### src/rtl/uart_pkg.sv
// Shared UART receiver definitions: FSM state encoding, frame constants and
// a 3-input majority helper used by the optional sample filter.
package uart_pkg;

  localparam logic [2:0] ST_IDLE   = 3'd0;
  localparam logic [2:0] ST_START  = 3'd1;
  localparam logic [2:0] ST_DATA   = 3'd2;
  localparam logic [2:0] ST_STOP   = 3'd3;
  localparam logic [2:0] ST_WAITHI = 3'd4;

  localparam int unsigned DATA_BITS = 8;

  typedef enum logic [2:0] {
    StIdle   = ST_IDLE,
    StStart  = ST_START,
    StData   = ST_DATA,
    StStop   = ST_STOP,
    StWaitHi = ST_WAITHI
  } rx_state_e;

  function automatic logic majority3(input logic a, input logic b, input logic c);
    return (a & b) | (a & c) | (b & c);
  endfunction

endpackage

### src/rtl/uart_rx_if.sv
// Serial receive bundle: raw line in, decoded byte stream out.
//   rx_pin       : raw serial line, idle high
//   rx_data      : last good byte
//   rx_avail     : one-cycle strobe, rx_data valid in the same cycle
//   rx_frame_err : one-cycle strobe on a low stop bit
// slave  = receiver side, master = line driver / byte consumer side.
interface uart_rx_if;
  import uart_pkg::*;

  logic                 rx_pin;
  logic [DATA_BITS-1:0] rx_data;
  logic                 rx_avail;
  logic                 rx_frame_err;

  modport slave (
    input  rx_pin,
    output rx_data,
    output rx_avail,
    output rx_frame_err
  );

  modport master (
    output rx_pin,
    input  rx_data,
    input  rx_avail,
    input  rx_frame_err
  );

endinterface

### src/rtl/uart_rx_filter.sv
// RX line conditioning: 2-flop synchroniser plus optional majority filter.
// Macro UART_RX_MAJORITY_EN: when defined, bit_val is the majority of rx_s
// over the current and two preceding edges; otherwise bit_val = rx_s.
// Ports:
//   clk, rst : clock, asynchronous active-high reset
//   rx_pin   : raw asynchronous serial line
//   rx_s     : synchronised line (used for start detection)
//   bit_val  : value used at sample points
module uart_rx_filter
  import uart_pkg::*;
(
  input  logic clk,
  input  logic rst,
  input  logic rx_pin,
  output logic rx_s,
  output logic bit_val
);

  logic sync1_q;
  logic sync2_q;

  // Both flops reset high so reset never looks like a start bit.
  always_ff @(posedge clk or posedge rst) begin
    if (rst) begin
      sync1_q <= 1'b1;
      sync2_q <= 1'b1;
    end else begin
      sync1_q <= rx_pin;
      sync2_q <= sync1_q;
    end
  end

  assign rx_s = sync2_q;

`ifdef UART_RX_MAJORITY_EN
  // hist_q[0] is rx_s one edge ago, hist_q[1] two edges ago.
  logic [1:0] hist_q;

  always_ff @(posedge clk or posedge rst) begin
    if (rst) begin
      hist_q <= 2'b11;
    end else begin
      hist_q <= {hist_q[0], sync2_q};
    end
  end

  assign bit_val = majority3(sync2_q, hist_q[0], hist_q[1]);
`else
  assign bit_val = sync2_q;
`endif

endmodule

### src/rtl/uart_rx.sv
// 8N1 UART receiver, LSB first, fixed CLK_DIV clocks per bit (even, >= 4).
// Good bytes appear as a one-cycle rx_avail strobe with no backpressure;
// a low stop bit gives one rx_frame_err strobe and the byte is dropped.
// Optional majority sampling is selected by UART_RX_MAJORITY_EN inside
// uart_rx_filter.
// Ports:
//   clk, rst : clock, asynchronous active-high reset
//   rx_if    : uart_rx_if.slave (rx_pin in; rx_data, rx_avail, rx_frame_err out)
module uart_rx
  import uart_pkg::*;
#(
  parameter int unsigned CLK_DIV = 16
) (
  input  logic         clk,
  input  logic         rst,
  uart_rx_if.slave     rx_if
);

  localparam int unsigned CntW = $clog2(CLK_DIV);
  localparam int unsigned IdxW = $clog2(DATA_BITS);

  localparam logic [CntW-1:0] CntHalf = CntW'(CLK_DIV / 2 - 1);
  localparam logic [CntW-1:0] CntFull = CntW'(CLK_DIV - 1);
  localparam logic [IdxW-1:0] IdxLast = IdxW'(DATA_BITS - 1);

  logic rx_s;
  logic bit_val;

  uart_rx_filter u_filter (
    .clk     (clk),
    .rst     (rst),
    .rx_pin  (rx_if.rx_pin),
    .rx_s    (rx_s),
    .bit_val (bit_val)
  );

  rx_state_e            state_q, state_d;
  logic [CntW-1:0]      cnt_q, cnt_d;
  logic [IdxW-1:0]      idx_q, idx_d;
  logic [DATA_BITS-1:0] shift_q, shift_d;
  logic [DATA_BITS-1:0] data_q, data_d;
  logic                 avail_q, avail_d;
  logic                 err_q, err_d;

  always_ff @(posedge clk or posedge rst) begin
    if (rst) begin
      state_q <= StIdle;
      cnt_q   <= '0;
      idx_q   <= '0;
      shift_q <= '0;
      data_q  <= '0;
      avail_q <= 1'b0;
      err_q   <= 1'b0;
    end else begin
      state_q <= state_d;
      cnt_q   <= cnt_d;
      idx_q   <= idx_d;
      shift_q <= shift_d;
      data_q  <= data_d;
      avail_q <= avail_d;
      err_q   <= err_d;
    end
  end

  always_comb begin
    state_d = state_q;
    cnt_d   = cnt_q;
    idx_d   = idx_q;
    shift_d = shift_q;
    data_d  = data_q;
    avail_d = 1'b0;
    err_d   = 1'b0;

    unique case (state_q)
      StIdle: begin
        // Start detection uses the raw synchronised line, never the filter.
        if (!rx_s) begin
          state_d = StStart;
          cnt_d   = CntHalf;
        end
      end

      StStart: begin
        if (cnt_q == '0) begin
          if (!bit_val) begin
            state_d = StData;
            cnt_d   = CntFull;
            idx_d   = '0;
          end else begin
            state_d = StIdle;  // start bit did not hold to mid-bit: glitch
          end
        end else begin
          cnt_d = cnt_q - CntW'(1);
        end
      end

      StData: begin
        if (cnt_q == '0) begin
          shift_d = {bit_val, shift_q[DATA_BITS-1:1]};
          cnt_d   = CntFull;
          idx_d   = idx_q + IdxW'(1);
          if (idx_q == IdxLast) begin
            state_d = StStop;
          end
        end else begin
          cnt_d = cnt_q - CntW'(1);
        end
      end

      StStop: begin
        if (cnt_q == '0) begin
          // Back to IDLE at mid stop bit so a following start edge is not missed.
          if (bit_val) begin
            data_d  = shift_q;
            avail_d = 1'b1;
            state_d = StIdle;
          end else begin
            err_d   = 1'b1;
            state_d = StWaitHi;
          end
        end else begin
          cnt_d = cnt_q - CntW'(1);
        end
      end

      StWaitHi: begin
        // Swallow a line break until the line returns high.
        if (rx_s) begin
          state_d = StIdle;
        end
      end

      default: begin
        state_d = StIdle;
      end
    endcase
  end

  assign rx_if.rx_data      = data_q;
  assign rx_if.rx_avail     = avail_q;
  assign rx_if.rx_frame_err = err_q;

endmodule
### src/flat_wrapper.sv
// flat-port wrapper written by rule: the top's interface ports become plain ports
module uart_rx_flat import uart_pkg::*;
#(
  parameter int unsigned CLK_DIV = 16
)
  (clk, rst, rx_if_rx_pin, rx_if_rx_data, rx_if_rx_avail, rx_if_rx_frame_err);
  uart_rx_if rx_if_i ();
  input  logic clk;
  input  logic rst;
  input wire logic [$bits(rx_if_i.rx_pin)-1:0] rx_if_rx_pin;
  output wire logic [$bits(rx_if_i.rx_data)-1:0] rx_if_rx_data;
  output wire logic [$bits(rx_if_i.rx_avail)-1:0] rx_if_rx_avail;
  output wire logic [$bits(rx_if_i.rx_frame_err)-1:0] rx_if_rx_frame_err;
  assign rx_if_i.rx_pin = rx_if_rx_pin;
  assign rx_if_rx_data = rx_if_i.rx_data;
  assign rx_if_rx_avail = rx_if_i.rx_avail;
  assign rx_if_rx_frame_err = rx_if_i.rx_frame_err;
  uart_rx #(.CLK_DIV(CLK_DIV)) u_core (.clk(clk), .rst(rst), .rx_if(rx_if_i));
endmodule
### config.mk
export PLATFORM = sky130hd
export DESIGN_NAME = uart_rx_flat
export DESIGN_NICKNAME = d
export VERILOG_FILES = /design/src/rtl/uart_pkg.sv /design/src/rtl/uart_rx_if.sv /design/src/rtl/uart_rx_filter.sv /design/src/rtl/uart_rx.sv /design/src/flat_wrapper.sv
export SDC_FILE = /design/constraint.sdc
export NUM_CORES = 1
export LEC_CHECK = 0
export BUFFER_PORTS_ARGS = -buffer_cell sky130_fd_sc_hd__buf_4
export CORE_MARGIN = 2
export CORE_UTILIZATION = 60
export CTS_BUF_LIST = sky130_fd_sc_hd__clkbuf_16
export CTS_CLUSTER_DIAMETER = 150
export DETAILED_ROUTE_END_ITERATION = 8
export PLACE_DENSITY = 0.92
export SYNTH_ARGS = -nofsm -noshare
export SYNTH_HDL_FRONTEND = slang
export SYNTH_SLANG_ARGS = --single-unit
export TNS_END_PERCENT = 10
### constraint.sdc
create_clock -name clk -period 2.92 [get_ports clk]
set_input_delay 0.438 -clock clk [delete_from_list [all_inputs] [get_ports clk]]
set_output_delay 0.438 -clock clk [all_outputs]
set_load 0.005 [all_outputs]
==> flow_metrics.tcl, run 1 <==
set metrics [dict create \
    status "complete, no violations" \
    internal-power_uw 1034 \
    period_needed_ns 1.955 \
    crit_path_start_kind "register" \
    chipHeight_um 51.83 \
    critPathRequiredTime_ns 3.07 \
    combPwrFrac 0.210 \
    syn_avg_cell_area_um2 13.07 \
    grt_most_used_layer "met2" \
    wl_per_cell_um 17.12 \
    final_nets 127 \
    crit_end "u_core.idx_q[1]" \
    final_hold_viol_count 0 \
    end_kind "register" \
    final_cells 149 \
    post-route-period-util 0.6695 \
    post_cts_resized 0 \
    grt_util_met3 0.09483 \
    setup_viol 0 \
    reg2reg_slack_ns 0.97 \
    grt_use_met1 0.2779 \
    critPathLaunch "u_core.cnt_q[0]" \
    routabilityCongestion 0.7754 \
    htreeDepth 2 \
    ys_seq_area_frac 0.5488 \
    syn2layout_area_growth_pct 19.96 \
    drt_first_pass_iters 4 \
    synthMuxAreaShare 0.1714 \
    synthFlopType "dfrtp_1" \
    hpwl_um 1661 \
    dieWidth_um 51.83 \
    portBuffers 12 \
    postCtsSetupRepairBufs 0 \
    netlist_instances 105 \
    final_common_cell "dfrtp_1" \
    io-pin-count 13 \
    cts_tree "built" \
    rows 17 \
    path_class "reg -> reg" \
    hold_buffers 0 \
    grt-ovfl-total 0 \
    maxCapViolations 0 \
    clock_power_share 0.389 \
    synth_xor_area_frac 0.006381 \
    wirelength_um 2551 \
    yosys-top-cells-area "dfrtp_1, mux2_1, mux2_2" \
    ys_warn_count 0 \
    via_per_inst 5.913 \
    async_flop_share 1.000 \
    antenna_cells 0 \
    grt_max_degree 30 \
    antenna_found_initial 0 \
    clock_sinks 30 \
    grtUsageTotal 0.2352 \
    ys_seq_elements 30 \
    grt_pass1_vias 896 \
    cts_buffers 5 \
    grt_pass1_wl_um 4298 \
    num_vias 881 \
    worstRegToRegCells 5 \
    worstMarginPinSlew_ns 1.048 \
    fin_setup_tns_ns 0 \
    synth_top_family_by_area "multiplexers" \
    cp.arrival_ns 2.10 \
    vdd_ir_drop_max_uv 765.5 \
    first_iter_violations 9 \
    synthDistinctLibCells 37 \
    synth_top_area_share 0.5105 \
    start_util 0.6265 \
    slew_viol_final 0 \
    synth-edff-count 0 \
    fin_util 0.7516 \
    die-area_mm2 0.002686 \
    syn_nets 111 \
    root_buffer "clkbuf_16" \
    drive_gt1_frac 0.3058 \
    r2r-end "u_core.idx_q[1]" \
    clkTransAtPathRegs_ns 0.05 \
    coreArea_mm2 0.002191 \
    max_slew_margin 0.3006 \
    grtUsageMet2 0.3882 \
    max_freq_mhz 511.5 \
    switchingPower_uw 395.5 \
    crit_fanout 6 \
    drc 0 \
    final_cell_mix "dfrtp_1, mux2_1, buf_4, mux2_2" \
    worstReg2RegStart "u_core.cnt_q[0]" \
    synth_compound_area_frac 0.07931 \
    fin_skew_ns 0.004838 \
    synthSimpleGateAreaFrac 0.1404 \
    synth_area_leader_cell "dfrtp_1" \
    swShare 0.2767 \
    p_per_area_mw_per_mm2 868.0 \
    clockBufferDepth 2 \
    hp-class "in -> reg" \
    postRouteAntennaNets 0 \
    sequentialPowerShare 0.401 \
    rsz0062_at_grt "no" \
    synthAdderAreaFrac 0.02735 \
    synthesis.area_mm2 0.001373 \
    leakagePower_uw 0.0008157 \
    dp.cells 142 \
    insertion_delay_ns 0.27 \
]
==> worst min-delay path by stage <==
stage | start | endpoint | slack [ns] | cells after the start
after floorplan | u_core.u_filter.sync1_q | u_core.u_filter.bit_val | 0.35 | 0
after global placement | u_core.u_filter.sync1_q | u_core.u_filter.bit_val | 0.35 | 0
after detailed placement | u_core.u_filter.sync1_q | u_core.u_filter.bit_val | 0.35 | 0
after CTS | rx_if_rx_pin | u_core.u_filter.sync1_q | 0.27 | 1
after global routing | rx_if_rx_pin | u_core.u_filter.sync1_q | 0.27 | 1
final | rx_if_rx_pin | u_core.u_filter.sync1_q | 0.28 | 1
==> critical path, stage by stage (launching register included) <==
cell and delay (ns):
dfrtp_1 0.40, inv_1 0.09, ha_1 0.23, or4b_4 0.52, nor3_4 0.24, mux2_2 0.36
==> synthesized netlist by cell type, types with 2 or more instances <==
master and instances:
mux2_2 7, nor4bb_1 2, ha_1 3, and4bb_2 3, o21ai_0 2, nor3b_1 2, mux2_1 13, inv_1 5
nor2_1 5, clkbuf_1 2, dfrtp_1 28, or2_1 2, dfstp_2 2, a21oi_1 3, nand2_1 4
==> layout make-up <==
class / instances / area (um2)
sequential: 30 / 753.2
multi-input combinational: 66 / 583.1
fill: 130 / 544.3
clock buffer: 5 / 125.1
timing repair buffer: 13 / 97.59
tap: 28 / 35.03
clock inverter: 2 / 33.78
inverter: 5 / 18.77
==> logic make-up (layout without fill, tap and decap cells) <==
family                     count (synthesis)  in the layout
xor gates and xnor gates                   1              1
adders and majority gates                  3              3
muxes                                     21             21
and+or+nand+nor                           26             26
DFF                                       30             30
buffers and inverters                      9             25
AOI/OAI and AO/OA                         15             15
==> power by group through the flow <==
| stage | Combinational [uW] | Sequential (uW) | Clock, uW |
|---|---|---|---|
| 6_report | 301 | 573 | 556 |
| 5_1_grt | 330 | 584 | 581 |
| 4_1_cts | 303 | 569 | 565 |
| 3_5_place_dp | 298 | 575 | 0 |
| 3_3_place_gp | 288 | 566 | 0 |
| 2_1_floorplan | 274 | 527 | 0 |
==> registers in the layout, indices dropped and copies added (netlist names) <==
signal and count:
u_core.idx_q 3, u_core.shift_q 8, u_core.rx_if.rx_avail 1, u_core.state_q 3, u_core.rx_if.rx_frame_err 1, u_core.u_filter.bit_val 1
u_core.u_filter.sync1_q 1, u_core.cnt_q 4, u_core.rx_if.rx_data 8
==> metal layers <==
layer,vias up,routed length [um]
met5,-,0
met4,0,32
met3,5,99
met2,18,1380
met1,446,1039
li1,412,-
==> metrics by stage <==
step                      worst slack [ns]  area [um2]  hold WS [ns]  power (uW)
after floorplan                      1.111        1373        0.3452       800.6
after global placement               1.037        1488        0.3488       854.5
after detailed placement            0.9809        1488        0.3521       872.8
after CTS                           0.9590        1647        0.2716        1436
after global routing                0.8702        1647        0.2672        1495
final                               0.9651        1647        0.2761        1429
Note: power is estimated with default switching activity, not from simulation.
==> run 2, diff against run 1 <==
--- a/config.mk
+++ b/config.mk
@@ -7,11 +7,11 @@
 export LEC_CHECK = 0
 export BUFFER_PORTS_ARGS = -buffer_cell sky130_fd_sc_hd__buf_4
 export CORE_MARGIN = 2
-export CORE_UTILIZATION = 60
+export CORE_UTILIZATION = 51
 export CTS_BUF_LIST = sky130_fd_sc_hd__clkbuf_16
 export CTS_CLUSTER_DIAMETER = 150
 export DETAILED_ROUTE_END_ITERATION = 8
-export PLACE_DENSITY = 0.92
+export PLACE_DENSITY = 0.84
 export SYNTH_ARGS = -nofsm -noshare
 export SYNTH_HDL_FRONTEND = slang
 export SYNTH_SLANG_ARGS = --single-unit
==> constraint.sdc (replaced) <==
create_clock -name clk -period 1.75 [get_ports clk]
set_input_delay 0.2625 -clock clk [delete_from_list [all_inputs] [get_ports clk]]
set_output_delay 0.2625 -clock clk [all_outputs]
set_load 0.005 [all_outputs]
==> flow_metrics.tcl, run 2 (same netlist as run 1, synthesis figures left out) <==
set metrics [dict create \
    io-pin-count 13 \
    setup_viol 2 \
    slew_viol_final 0 \
    grt-ovfl-total 0 \
    end_kind "register" \
    final_hold_viol_count 0 \
    dieWidth_um 55.88 \
    coreArea_mm2 0.002522 \
    cts_buffers 5 \
    clock_sinks 30 \
    postCtsSetupRepairBufs 0 \
    syn2layout_area_growth_pct 24.61 \
    path_class "reg -> reg" \
    chipHeight_um 55.88 \
    drt_first_pass_iters 4 \
    status "complete, but fails checks" \
    grtUsageTotal 0.1863 \
    wl_met1_um 1158 \
    die-area_mm2 0.003122 \
    num_vias 919 \
    hold_buffers 0 \
    crit_path_start_kind "register" \
    crit_fanout 6 \
    top_layer "met4" \
    hp-class "in -> async" \
    fin_skew_ns 0.003231 \
    post-route-period-util 1.017 \
    wl_per_cell_um 16.40 \
    power.total_uw 2392 \
    via_per_inst 5.744 \
    fin_setup_tns_ns -0.05324 \
    routabilityCongestion 0.8278 \
    root_buffer "clkbuf_16" \
    leakagePower_uw 0.0008475 \
    clockBufferDepth 2 \
    final_cell_mix "dfrtp_1, buf_4, mux2_1, mux2_2" \
    vdd_ir_drop_max_uv 1063 \
    cp.arrival_ns 1.93 \
    grt_max_degree 31 \
    wl_met3_um 80 \
    wirelength_um 2624 \
    rows 18 \
    first_iter_violations 15 \
    antenna_cells 0 \
    wl_met2_um 1337 \
    clkTransAtPathRegs_ns 0.05 \
    max_freq_mhz 561.6 \
    hold_ws_ns 0.06387 \
    postRouteAntennaNets 0 \
    final_common_cell "dfrtp_1" \
    grt_pass1_wl_um 4436 \
    rsz0062_at_grt "yes" \
    critPathRequiredTime_ns 1.90 \
    final_nets 135 \
    p_per_area_mw_per_mm2 1398 \
    hpwl_um 1794 \
    violations "negative setup slack" \
    antenna_found_initial 0 \
    start_util 0.5441 \
    worstMarginPinSlew_ns 0.4767 \
    htreeDepth 2 \
    drive_gt1_frac 0.3769 \
    max_slew_margin 0.6815 \
    cts_tree "built" \
    grt_pass1_vias 951 \
    drc 0 \
    insertion_delay_ns 0.27 \
    layout_setup_ws_ns -0.03058 \
    portBuffers 12 \
    maxCapViolations 0 \
    post_cts_resized 4 \
    period_needed_ns 1.781 \
]
run 2: layer usage:
| layer | global-route usage | vias to the layer above |
|---|---|---|
| met2 | 0.3010 | 16 |
| met4 | 0.1054 | 0 |
| met1 | 0.2284 | 468 |
| li1 | - | 429 |
| met5 | 0 | - |
| met3 | 0.04419 | 6 |
run 2: per-stage QoR:
| step | instance area, um2 | util | setup slack, ns | instances |
|---|---|---|---|---|
| 2_1_floorplan | 1373 | - | 0.009632 | 105 |
| 3_3_place_gp | 1550 | 0.6146 | -0.03042 | 152 |
| 3_5_place_dp | 1550 | 0.6146 | -0.1135 | 152 |
| 4_1_cts | 1700 | 0.6741 | -0.03160 | 160 |
| 5_1_grt | 1710 | 0.6781 | -0.09066 | 160 |
| 6_report | 1710 | 0.6781 | -0.03058 | 160 |
run 2: cell type report:
type	count	area [um2]
inverters	5	18.77
clock inverters	3	12.51
flip-flops and latches	30	753.2
well taps	30	37.54
fillers	188	812.0
clock buffers	5	125.1
repair buffers	21	157.7
multi-input cells	66	605.6
run 2: where the power goes:
part           leakage [uW]  switching, uW  internal, uW
Combinational      0.000379            311           370
Sequential         0.000396            119           798
Clock             0.0000724            282           512
run 2: path summary, 6_finish.rpt:
kind / depth (start not counted) / end / slack, ns / start
worst max-delay path: 5 / u_core.idx_q[1] / -0.03 / u_core.cnt_q[0]
worst min-delay path: 3 / u_core.shift_q[3] / 0.06 / rst
worst max register to register: 5 / u_core.idx_q[1] / -0.03 / u_core.cnt_q[0]
worst min register to register: 0 / u_core.u_filter.bit_val / 0.36 / u_core.u_filter.sync1_q
max in group asynchronous: 3 / u_core.u_filter.bit_val / 1.38 / rst
min in group clk: 1 / u_core.u_filter.sync1_q / 0.10 / rx_if_rx_pin
run 2: critical path: stages (launching register included):
cell	delay, ns
dfrtp_1	0.38
inv_2	0.08
ha_4	0.16
or4b_4	0.49
nor3_4	0.19
mux2_2	0.36
